[src/rtl/mem_access_unit.sv]
// mem_access_unit
// Multi-cycle data-memory access stage feeding the writeback data-select mux.
// Decodes the MEM-stage load/store opcode, checks alignment, runs one req/ack
// transaction on the data-memory port and returns the aligned, extended load
// result on Ddata.
//
// Optional feature: define MEM_TIMEOUT_EN to abort a request that has waited
// TIMEOUT_CYCLES REQ cycles without mem_ack (bus_err pulse). Without it the
// request waits indefinitely and bus_err is tied 0.
//
// Ports:
//   clk, rst            clock (rising edge), synchronous active-high reset
//   start, opcode       MEM-stage valid + opcode (start sampled in IDLE only)
//   addr, Rt            effective address, store data
//   mem_req/we/addr/be/wdata, mem_ack/rdata   data-memory port
//   Ddata               registered extended load result
//   done                1-cycle pulse, access complete
//   stall               pipeline hold
//   misalign            1-cycle pulse, misaligned access rejected
//   bus_err             1-cycle pulse, request timed out
module mem_access_unit #(
    parameter int ADDR_W         = 32,
    parameter int TIMEOUT_CYCLES = 255
) (
    input  logic              clk,
    input  logic              rst,
    input  logic              start,
    input  logic [5:0]        opcode,
    input  logic [ADDR_W-1:0] addr,
    input  logic [31:0]       Rt,
    output logic              mem_req,
    output logic              mem_we,
    output logic [ADDR_W-1:0] mem_addr,
    output logic [3:0]        mem_be,
    output logic [31:0]       mem_wdata,
    input  logic              mem_ack,
    input  logic [31:0]       mem_rdata,
    output logic [31:0]       Ddata,
    output logic              done,
    output logic              stall,
    output logic              misalign,
    output logic              bus_err
);

    typedef enum logic [2:0] {S_IDLE, S_REQ, S_RESP, S_ERR, S_TOUT} state_t;

    // access size encoding
    localparam logic [1:0] SZ_B = 2'd0, SZ_H = 2'd1, SZ_W = 2'd2;

    state_t      r_state, w_next;
    logic        w_load, w_store, w_sext, w_misal, w_go;
    logic [1:0]  w_size;
    logic [3:0]  w_be;
    logic [31:0] w_wdata, w_ldval;
    logic [7:0]  w_byte;
    logic [15:0] w_half;

    logic              r_load, r_sext, r_we;
    logic [1:0]        r_size, r_lo;
    logic [ADDR_W-1:0] r_addr;
    logic [3:0]        r_be;
    logic [31:0]       r_wdata, r_ddata;
    logic              w_tout;

    // opcode decode
    always_comb begin
        w_load  = 1'b0;
        w_store = 1'b0;
        w_sext  = 1'b0;
        w_size  = SZ_W;
        case (opcode)
            6'b100000: begin w_load = 1'b1; w_size = SZ_B; w_sext = 1'b1; end
            6'b100001: begin w_load = 1'b1; w_size = SZ_H; w_sext = 1'b1; end
            6'b100011: begin w_load = 1'b1; w_size = SZ_W; end
            6'b100100: begin w_load = 1'b1; w_size = SZ_B; end
            6'b100101: begin w_load = 1'b1; w_size = SZ_H; end
            6'b101000: begin w_store = 1'b1; w_size = SZ_B; end
            6'b101001: begin w_store = 1'b1; w_size = SZ_H; end
            6'b101011: begin w_store = 1'b1; w_size = SZ_W; end
            default: ;
        endcase
    end

    always_comb begin
        w_misal = ((w_size == SZ_H) && addr[0]) || ((w_size == SZ_W) && (addr[1:0] != 2'b00));
        w_go    = start && (w_load || w_store);
        case (w_size)
            SZ_B:    begin w_be = 4'b0001 << addr[1:0];                  w_wdata = {4{Rt[7:0]}};  end
            SZ_H:    begin w_be = addr[1] ? 4'b1100 : 4'b0011;           w_wdata = {2{Rt[15:0]}}; end
            default: begin w_be = 4'b1111;                               w_wdata = Rt;            end
        endcase
    end

`ifdef MEM_TIMEOUT_EN
    localparam int CW = $clog2(TIMEOUT_CYCLES + 1);
    localparam logic [CW-1:0] TO_LAST = CW'(TIMEOUT_CYCLES - 1);
    logic [CW-1:0] r_cnt;

    // Zero outside REQ, so it is already clear on REQ entry. The cycle in
    // which it would reach TIMEOUT_CYCLES is the abort cycle.
    always_ff @(posedge clk) begin
        if (rst || r_state != S_REQ) r_cnt <= '0;
        else if (!mem_ack)           r_cnt <= r_cnt + 1'b1;
    end
    assign w_tout  = (r_state == S_REQ) && !mem_ack && (r_cnt == TO_LAST);
    assign bus_err = (r_state == S_TOUT);
`else
    assign w_tout  = 1'b0;
    assign bus_err = 1'b0;
`endif

    // next state and stall
    always_comb begin
        w_next = r_state;
        stall  = 1'b0;
        case (r_state)
            S_IDLE: begin
                if (w_go) begin
                    w_next = w_misal ? S_ERR : S_REQ;
                    stall  = !w_misal;
                end
            end
            S_REQ: begin
                stall = 1'b1;
                if (mem_ack)     w_next = S_RESP;  // ack beats a same-cycle timeout
                else if (w_tout) w_next = S_TOUT;
            end
            S_ERR:   begin stall = 1'b1; w_next = S_IDLE; end
            S_TOUT:  begin stall = 1'b1; w_next = S_IDLE; end
            default: w_next = S_IDLE;
        endcase
    end

    // load extraction from the returned word
    always_comb begin
        w_byte = mem_rdata[{r_lo, 3'b000} +: 8];
        w_half = r_lo[1] ? mem_rdata[31:16] : mem_rdata[15:0];
        case (r_size)
            SZ_B:    w_ldval = {{24{r_sext & w_byte[7]}}, w_byte};
            SZ_H:    w_ldval = {{16{r_sext & w_half[15]}}, w_half};
            default: w_ldval = mem_rdata;
        endcase
    end

    always_ff @(posedge clk) begin
        if (rst) begin
            r_state <= S_IDLE;
            r_load  <= 1'b0;
            r_sext  <= 1'b0;
            r_size  <= SZ_W;
            r_lo    <= 2'b00;
            r_we    <= 1'b0;
            r_addr  <= '0;
            r_be    <= 4'b0000;
            r_wdata <= 32'h0;
            r_ddata <= 32'h0;
        end else begin
            r_state <= w_next;
            if (r_state == S_IDLE && w_go && !w_misal) begin
                r_load  <= w_load;
                r_sext  <= w_sext;
                r_size  <= w_size;
                r_lo    <= addr[1:0];
                r_we    <= w_store;
                r_addr  <= {addr[ADDR_W-1:2], 2'b00};
                r_be    <= w_be;
                r_wdata <= w_wdata;
            end
            if (r_state == S_REQ && mem_ack && r_load)
                r_ddata <= w_ldval;
        end
    end

    assign mem_req   = (r_state == S_REQ);
    assign mem_we    = r_we;
    assign mem_addr  = r_addr;
    assign mem_be    = r_be;
    assign mem_wdata = r_wdata;
    assign Ddata     = r_ddata;
    assign done      = (r_state == S_RESP);
    assign misalign  = (r_state == S_ERR);

endmodule
[config.mk]
export PLATFORM = sky130hd
export DESIGN_NAME = mem_access_unit
export DESIGN_NICKNAME = d
export VERILOG_FILES = /design/src/rtl/mem_access_unit.sv
export SDC_FILE = /design/constraint.sdc
export NUM_CORES = 1
export LEC_CHECK = 0
export CORE_ASPECT_RATIO = 1.4
export CORE_UTILIZATION = 39
export CTS_BUF_LIST = sky130_fd_sc_hd__clkbuf_2 sky130_fd_sc_hd__clkbuf_4 sky130_fd_sc_hd__clkbuf_8
export DETAILED_ROUTE_END_ITERATION = 6
export GPL_TIMING_DRIVEN = 1
export PLACE_DENSITY = 0.79
export SKIP_CTS_REPAIR_TIMING = 1
export SYNTH_ARGS = -nofsm -noshare
export SYNTH_HDL_FRONTEND = slang
export SYNTH_SLANG_ARGS = --single-unit
[constraint.sdc]
create_clock -name clk -period 2.5 [get_ports clk]
set_input_delay 0.5 -clock clk [delete_from_list [all_inputs] [get_ports clk]]
set_output_delay 0.5 -clock clk [all_outputs]
set_load 0.02 [all_outputs]
==> flow_summary.yaml, run 1 <==
outcome:
  status: "finished, final reports clean"
cells_and_area:
  nets: 830
  num_antenna_cells: 0
  regArea_mm2: 0.00214
  multi_input_area_mm2: 0.00238
  drive_above_1_share_pct: 9.74
  fillerInstances: 1019
  syn_to_final_growth_pct: 54.7
global_route:
  grt_pass1_wl_um: 22900
  grt_max_degree: 57
  grt_pass1_vias: 4557
  gr-usage-all-layers_pct: 23.1
  grt-ovfl-total: 0
  antenna_found_initial: 0
setup_path:
  endpoint: "stall"
  crit_type: "primary input to primary output"
  rr_worst_depth: 7
  cp.arrival_ns: 1.81
  setup.worst_path.end_class: "primary output"
  crit_start: "addr[1]"
  cp_max_fo: 2
  regToRegSetupSlack_ns: 0.50
  max_stage_delay_ns: 0.44
  slowest_stage: "clkdlybuf4s50_1"
  cp_cell_sequence: "clkdlybuf4s50_1, a2111o_1, a211oi_4, or2_4, buf_6"
  reg2reg_to: "mem_wdata[4]$_SDFFE_PP0P_"
  required_ns: 2.00
  start_kind: "primary input"
  r2r-start: "r_state[1]$_SDFFE_PP0P_"
synthesis:
  async_reset_ff_share_pct: 0
  seq_area_frac_synth_pct: 45.1
  synthTopCellsByArea: "dfxtp_1 (45%), mux2i_1 (14%), nor2_1 (7.7%)"
  synth_cell_type_count: 41
  ys_ff_latch: 107
  synth_top_area_share_pct: 45.1
  syn_avg_cell_area_um2: 9.20
  syn_area_mm2: 0.00475
  yosysTopAreaCell: "dfxtp_1"
  yosys_warnings: 0
  synth_ff_type: "dfxtp_1"
  synth_enable_flop_cells: 0
  synthCells: 516
cts:
  path_clk_slew_ns: 0.10
  cts_buffer_depth: 2
  root_buffer: "clkbuf_8"
  cts_tree: "yes"
  cts.sinks: 107
  cts_max_level: 3
  cts_buffers: 9
  clkLatencyLatePin_ns: 0.36
die:
  fp.dieH_um: 133
  die_x_um: 95.3
  initial_utilization_pct: 40.2
  core_region_area_mm2: 0.0118
  io_pins: 212
  dieArea_mm2: 0.0126
  num_rows: 47
timing:
  timing.slew.headroom_pct: 65.7
  hold_viol_final: 0
  max_freq_ghz: 0.433
  rsz0062_at_grt: "false"
  fin_crit_sh_pct: 92.3
  drv_slew: 0
  worst_slack_ns: 0.192
  setup_viol: 0
  worstMarginPinSlew_ns: 0.514
  timing.final.crit_period_ns: 2.31
  final.setup_skew_ns: 0.0124
drt:
  drc: 0
  dr_total_vias: 4727
  drt-total-wl_um: 15000
  routed_via_density: 5.40
  drtAntennaViolNets: 0
  wl_per_cell_um: 17.1
  first_iter_violations: 277
  drt_first_pass_iters: 5
placed_design:
  place_hpwl_um: 10900
  port-buffer-count: 208
  post-place-ws_ns: -0.725
  gp_congestion: 0.838
run:
  drv_cap: 0
pwr:
  p_leak_nw: 2.66
  powerDensity_mw_per_mm2: 431
  worst_ir_drop_vdd_uv: 305
  p_total_mw: 3.17
worst_hold_path:
  min_path_type: "register to register"
## flip-flops by register name, summed over array words and instances, names as in the netlist
name	flops
mem_we	1
r_size	2
r_lo	2
Ddata	32
r_sext	1
mem_wdata	32
mem_addr	30
r_load	1
mem_be	4
r_state	2
## metrics by stage
stage                     area [um2]  util, %  setup TNS (ns)  hold WS, ns  std cells
after floorplan                 4760        -               0        0.484        518
after global routing            7350     62.2               0        0.503        876
after detailed placement        7050     59.7          -39.44        0.465        856
final                           7350     62.2               0        0.484        876
after CTS                       7230     61.2          -10.34        0.482        872
after global placement          7050     59.7          -33.97        0.459        856
## critical path, delay by kind of cell
| family | cells | cell delay, ns |
|---|---|---|
| simple gates | 1 | 0.15 |
| buf+inv | 2 | 0.55 |
| compound gates | 2 | 0.60 |
## worst min path at each step
stage                                from                         end  depth (start not counted)
2_1_floorplan         r_sext$_SDFFE_PP0P_         r_sext$_SDFFE_PP0P_                          2
3_3_place_gp   mem_wdata[25]$_SDFFE_PP0P_  mem_wdata[25]$_SDFFE_PP0P_                          2
3_5_place_dp   mem_wdata[29]$_SDFFE_PP0P_  mem_wdata[29]$_SDFFE_PP0P_                          2
4_1_cts        mem_wdata[29]$_SDFFE_PP0P_  mem_wdata[29]$_SDFFE_PP0P_                          2
5_1_grt        mem_wdata[27]$_SDFFE_PP0P_  mem_wdata[27]$_SDFFE_PP0P_                          2
6_report       mem_wdata[29]$_SDFFE_PP0P_  mem_wdata[29]$_SDFFE_PP0P_                          2
## where the power goes
group	switching, mW	internal [mW]
registers	0.0101	1.72
logic	0.197	0.260
clock network	0.613	0.370
## synth_stat cells, types with 2 or more instances
cell type	number
dfxtp_1	107
nor2_1	98
mux2i_1	65
a211oi_1	40
nand2_1	33
clkbuf_1	30
a21oi_1	26
nand2b_1	12
inv_1	11
mux4_2	8
nor3_1	8
o211ai_1	8
a221oi_1	7
buf_4	7
o22ai_1	7
nor2b_1	6
o21ai_0	6
buf_6	4
a311oi_1	3
a31oi_1	3
buf_2	3
a311oi_2	2
and2_1	2
and3_1	2
nand3_1	2
## cell usage in the layout, fill, tap and decap left out, types with 2 or more instances in the layout
master	instances
buf_6	2
o21ai_0	6
a21oi_1	26
a221oi_1	7
o211ai_1	8
clkinv_4	2
dlymetal6s2s_1	6
buf_12	2
nor3_1	7
clkbuf_8	9
a31oi_1	3
conb_1	3
clkinv_2	2
nand2b_1	11
mux2i_1	65
nand2_1	33
and3_1	2
inv_1	11
a311oi_1	3
a211oi_1	40
nand3_1	2
dfxtp_1	107
inv_6	2
mux4_2	8
nor2_1	98
buf_4	27
clkdlybuf4s50_1	200
o22ai_1	7
nor2b_1	5
buf_16	2
a311oi_2	2
## layer usage
metal / wire length, um / track usage [%]
met1: 5550 / 27.2
met2: 7540 / 38.5
met3: 1380 / 6.38
met4: 555 / 10.3
met5: 0 / 0
## kinds of logic (layout without fill, tap and decap cells)
family | after synthesis | after routing | share of synthesized area, %
compound gates | 110 | 110 | 16.3
buf+inv | 57 | 268 | 5.77
flops | 107 | 107 | 45.1
mux | 74 | 74 | 17.7
other cells | 1 | 3 | 0.0790
simple gates | 167 | 167 | 15.0
## cell type report
| type | count | area share [%] |
|---|---|---|
| tap | 147 | 2.50 |
| sequential | 107 | 29.2 |
| inverter | 12 | 0.613 |
| clock buffer | 9 | 1.69 |
| multi-input combinational | 354 | 32.4 |
| clock inverter | 7 | 0.715 |
| timing repair buffer | 240 | 33.0 |
No activity file was read; power rests on OpenSTA's default activity.
==> inputs of run 2 (changes only) <==
--- a/config.mk
+++ b/config.mk
@@ -6,4 +6,5 @@
 export NUM_CORES = 1
 export LEC_CHECK = 0
+export CAP_MARGIN = 10
 export CORE_ASPECT_RATIO = 1.4
 export CORE_UTILIZATION = 39
==> constraint.sdc (replaced) <==
create_clock -name clk -period 2.5 [get_ports clk]
set_input_delay 0.25 -clock clk [delete_from_list [all_inputs] [get_ports clk]]
set_output_delay 0.25 -clock clk [all_outputs]
set_load 0.02 [all_outputs]
==> run 2 against run 1 <==
Global-route usage down 0.37 points; design area down 2.1%; sequential power about the same; critical path depth up 3; clock skew up 0.0013 ns; via count down 3.5%; critical path type is now primary input to register.
==> flow_summary.yaml, run 2 (synthesized netlist as in run 1, its figures left out) <==
drt:
  dr_total_vias: 4561
  wl_per_cell_um: 16.6
  drc: 0
  routed_via_density: 5.26
  drtAntennaViolNets: 0
  drt_first_pass_iters: 6
  first_iter_violations: 194
  drt-total-wl_um: 14400
cells_and_area:
  num_antenna_cells: 0
  fin_cells: 867
  final_cell_mix: "clkdlybuf4s50_1 (206), dfxtp_1 (107), nor2_1 (98)"
  layout_commonest_cell: "clkdlybuf4s50_1"
  fillerInstances: 1031
  nets: 821
  fin_util_pct: 60.9
  syn_to_final_growth_pct: 51.4
  regArea_mm2: 0.00214
  postLayoutCellArea_mm2: 0.00719
  drive_above_1_share_pct: 7.64
  multi_input_area_mm2: 0.00235
global_route:
  antenna_found_initial: 0
  use_met2_pct: 38.3
  grt_pass1_vias: 4540
  grt_max_degree: 67
  gr-usage-all-layers_pct: 22.7
  gr-usage-met3_pct: 5.23
  grtUsageMet1_pct: 24.9
  busiest_layer: "met2"
  grt-ovfl-total: 0
  grt_pass1_wl_um: 22300
cts:
  cts.sinks: 107
  root_buffer: "clkbuf_8"
  cts_buffers: 9
  clkLatencyLatePin_ns: 0.37
  cts_buffer_depth: 2
  cts_tree: "yes"
  cts_max_level: 3
  path_clk_slew_ns: 0.11
timing:
  worstMarginPinSlew_ns: 0.722
  hold_viol_final: 0
  worst_slack_ns: 0.246
  fin_setup_tns_ns: 0
  timing.hold.ws_ns: 0.415
  timing.slew.headroom_pct: 51.9
  rsz0062_at_grt: "false"
  setup_viol: 0
  timing.final.crit_period_ns: 2.25
  final.setup_skew_ns: 0.0137
  drv_slew: 0
  max_freq_ghz: 0.444
  fin_crit_sh_pct: 90.2
die:
  initial_utilization_pct: 40.2
  io_pins: 212
  dieArea_mm2: 0.0126
  num_rows: 47
  die_x_um: 95.3
  core_region_area_mm2: 0.0118
  fp.dieH_um: 133
placed_design:
  dp_cells: 851
  post-place-ws_ns: -0.177
  port-buffer-count: 208
  place_hpwl_um: 10600
  placedInstanceArea_mm2: 0.00700
  gp_congestion: 0.841
pwr:
  p_leak_nw: 2.54
  p_total_mw: 3.19
  worst_ir_drop_vdd_uv: 244
  powerDensity_mw_per_mm2: 443
setup_path:
  max_stage_delay_ns: 0.51
  cp_cell_sequence: "clkdlybuf4s50_1, nand2b_1, or4_4, a211oi_4, buf_4, buf_4, mux2i_1, nor2_1"
  cpLargestDelayFamily: "buffers and inverters"
  worst-path-buf-inv: 3
  slowest_stage: "or4_4"
  cp_max_fo: 21
  setup.worst_path.end_class: "register"
  crit_top_cell: "buf_4"
  start_kind: "primary input"
  cp.arrival_ns: 2.51
  required_ns: 2.76
  crit_type: "primary input to register"
outcome:
  status: "finished, final reports clean"
worst_hold_path:
  min_path_type: "primary input to register"
run:
  drv_cap: 0
-- run 2: cell count changes in the layout (fill, tap and decap cells not counted), sizes merged --
cell,previous run,this run
buf,33,24
clkinvlp,1,2
clkdlybuf4s50,200,206
inv,13,11
clkbuf,10,11
dlymetal6s2s,6,1
clkinv,5,4
-- run 2: power by group --
group | switching (mW) | leakage (nW) | internal, mW
clock network | 0.605 | 0.0915 | 0.419
registers | 0.0102 | 0.863 | 1.72
logic | 0.186 | 1.59 | 0.247
total | 0.801 | 2.54 | 2.39
-- run 2: worst register-to-register path, delay by kind of cell (launching register included) --
family	cells	cell delay [ns]
flip-flops	1	0.65
AND/OR/NAND/NOR	2	0.35
buffers and inverters	1	0.43
AO/OA/AOI/OAI	1	0.47
-- run 2: path summary, 6_finish.rpt --
check / from / to / slack, ns / depth (start not counted)
worst max-delay path: opcode[4] / mem_addr[3]$_SDFFE_PP0P_ / 0.25 / 8
worst min-delay path: rst / r_lo[1]$_SDFFE_PP0P_ / 0.42 / 2
worst max register to register: r_size[1]$_SDFFE_PP1P_ / Ddata[15]$_SDFFE_PP0P_ / 0.47 / 4
worst min register to register: mem_wdata[25]$_SDFFE_PP0P_ / mem_wdata[25]$_SDFFE_PP0P_ / 0.48 / 2
-- run 2: final cells by class --
| class | count | share of cell area [%] |
|---|---|---|
| clock buffers | 11 | 2.10 |
| clock inverters | 5 | 0.522 |
| inverters | 12 | 0.626 |
| multi-input cells | 354 | 32.7 |
| flip-flops and latches | 107 | 29.8 |
| well taps | 147 | 2.56 |
| repair buffers | 231 | 31.7 |
-- run 2: routing by layer --
metal,vias to the layer above,wire length [um]
li1,2212,-
met1,2105,5480
met2,193,6970
met3,51,1160
met4,0,786
met5,-,0
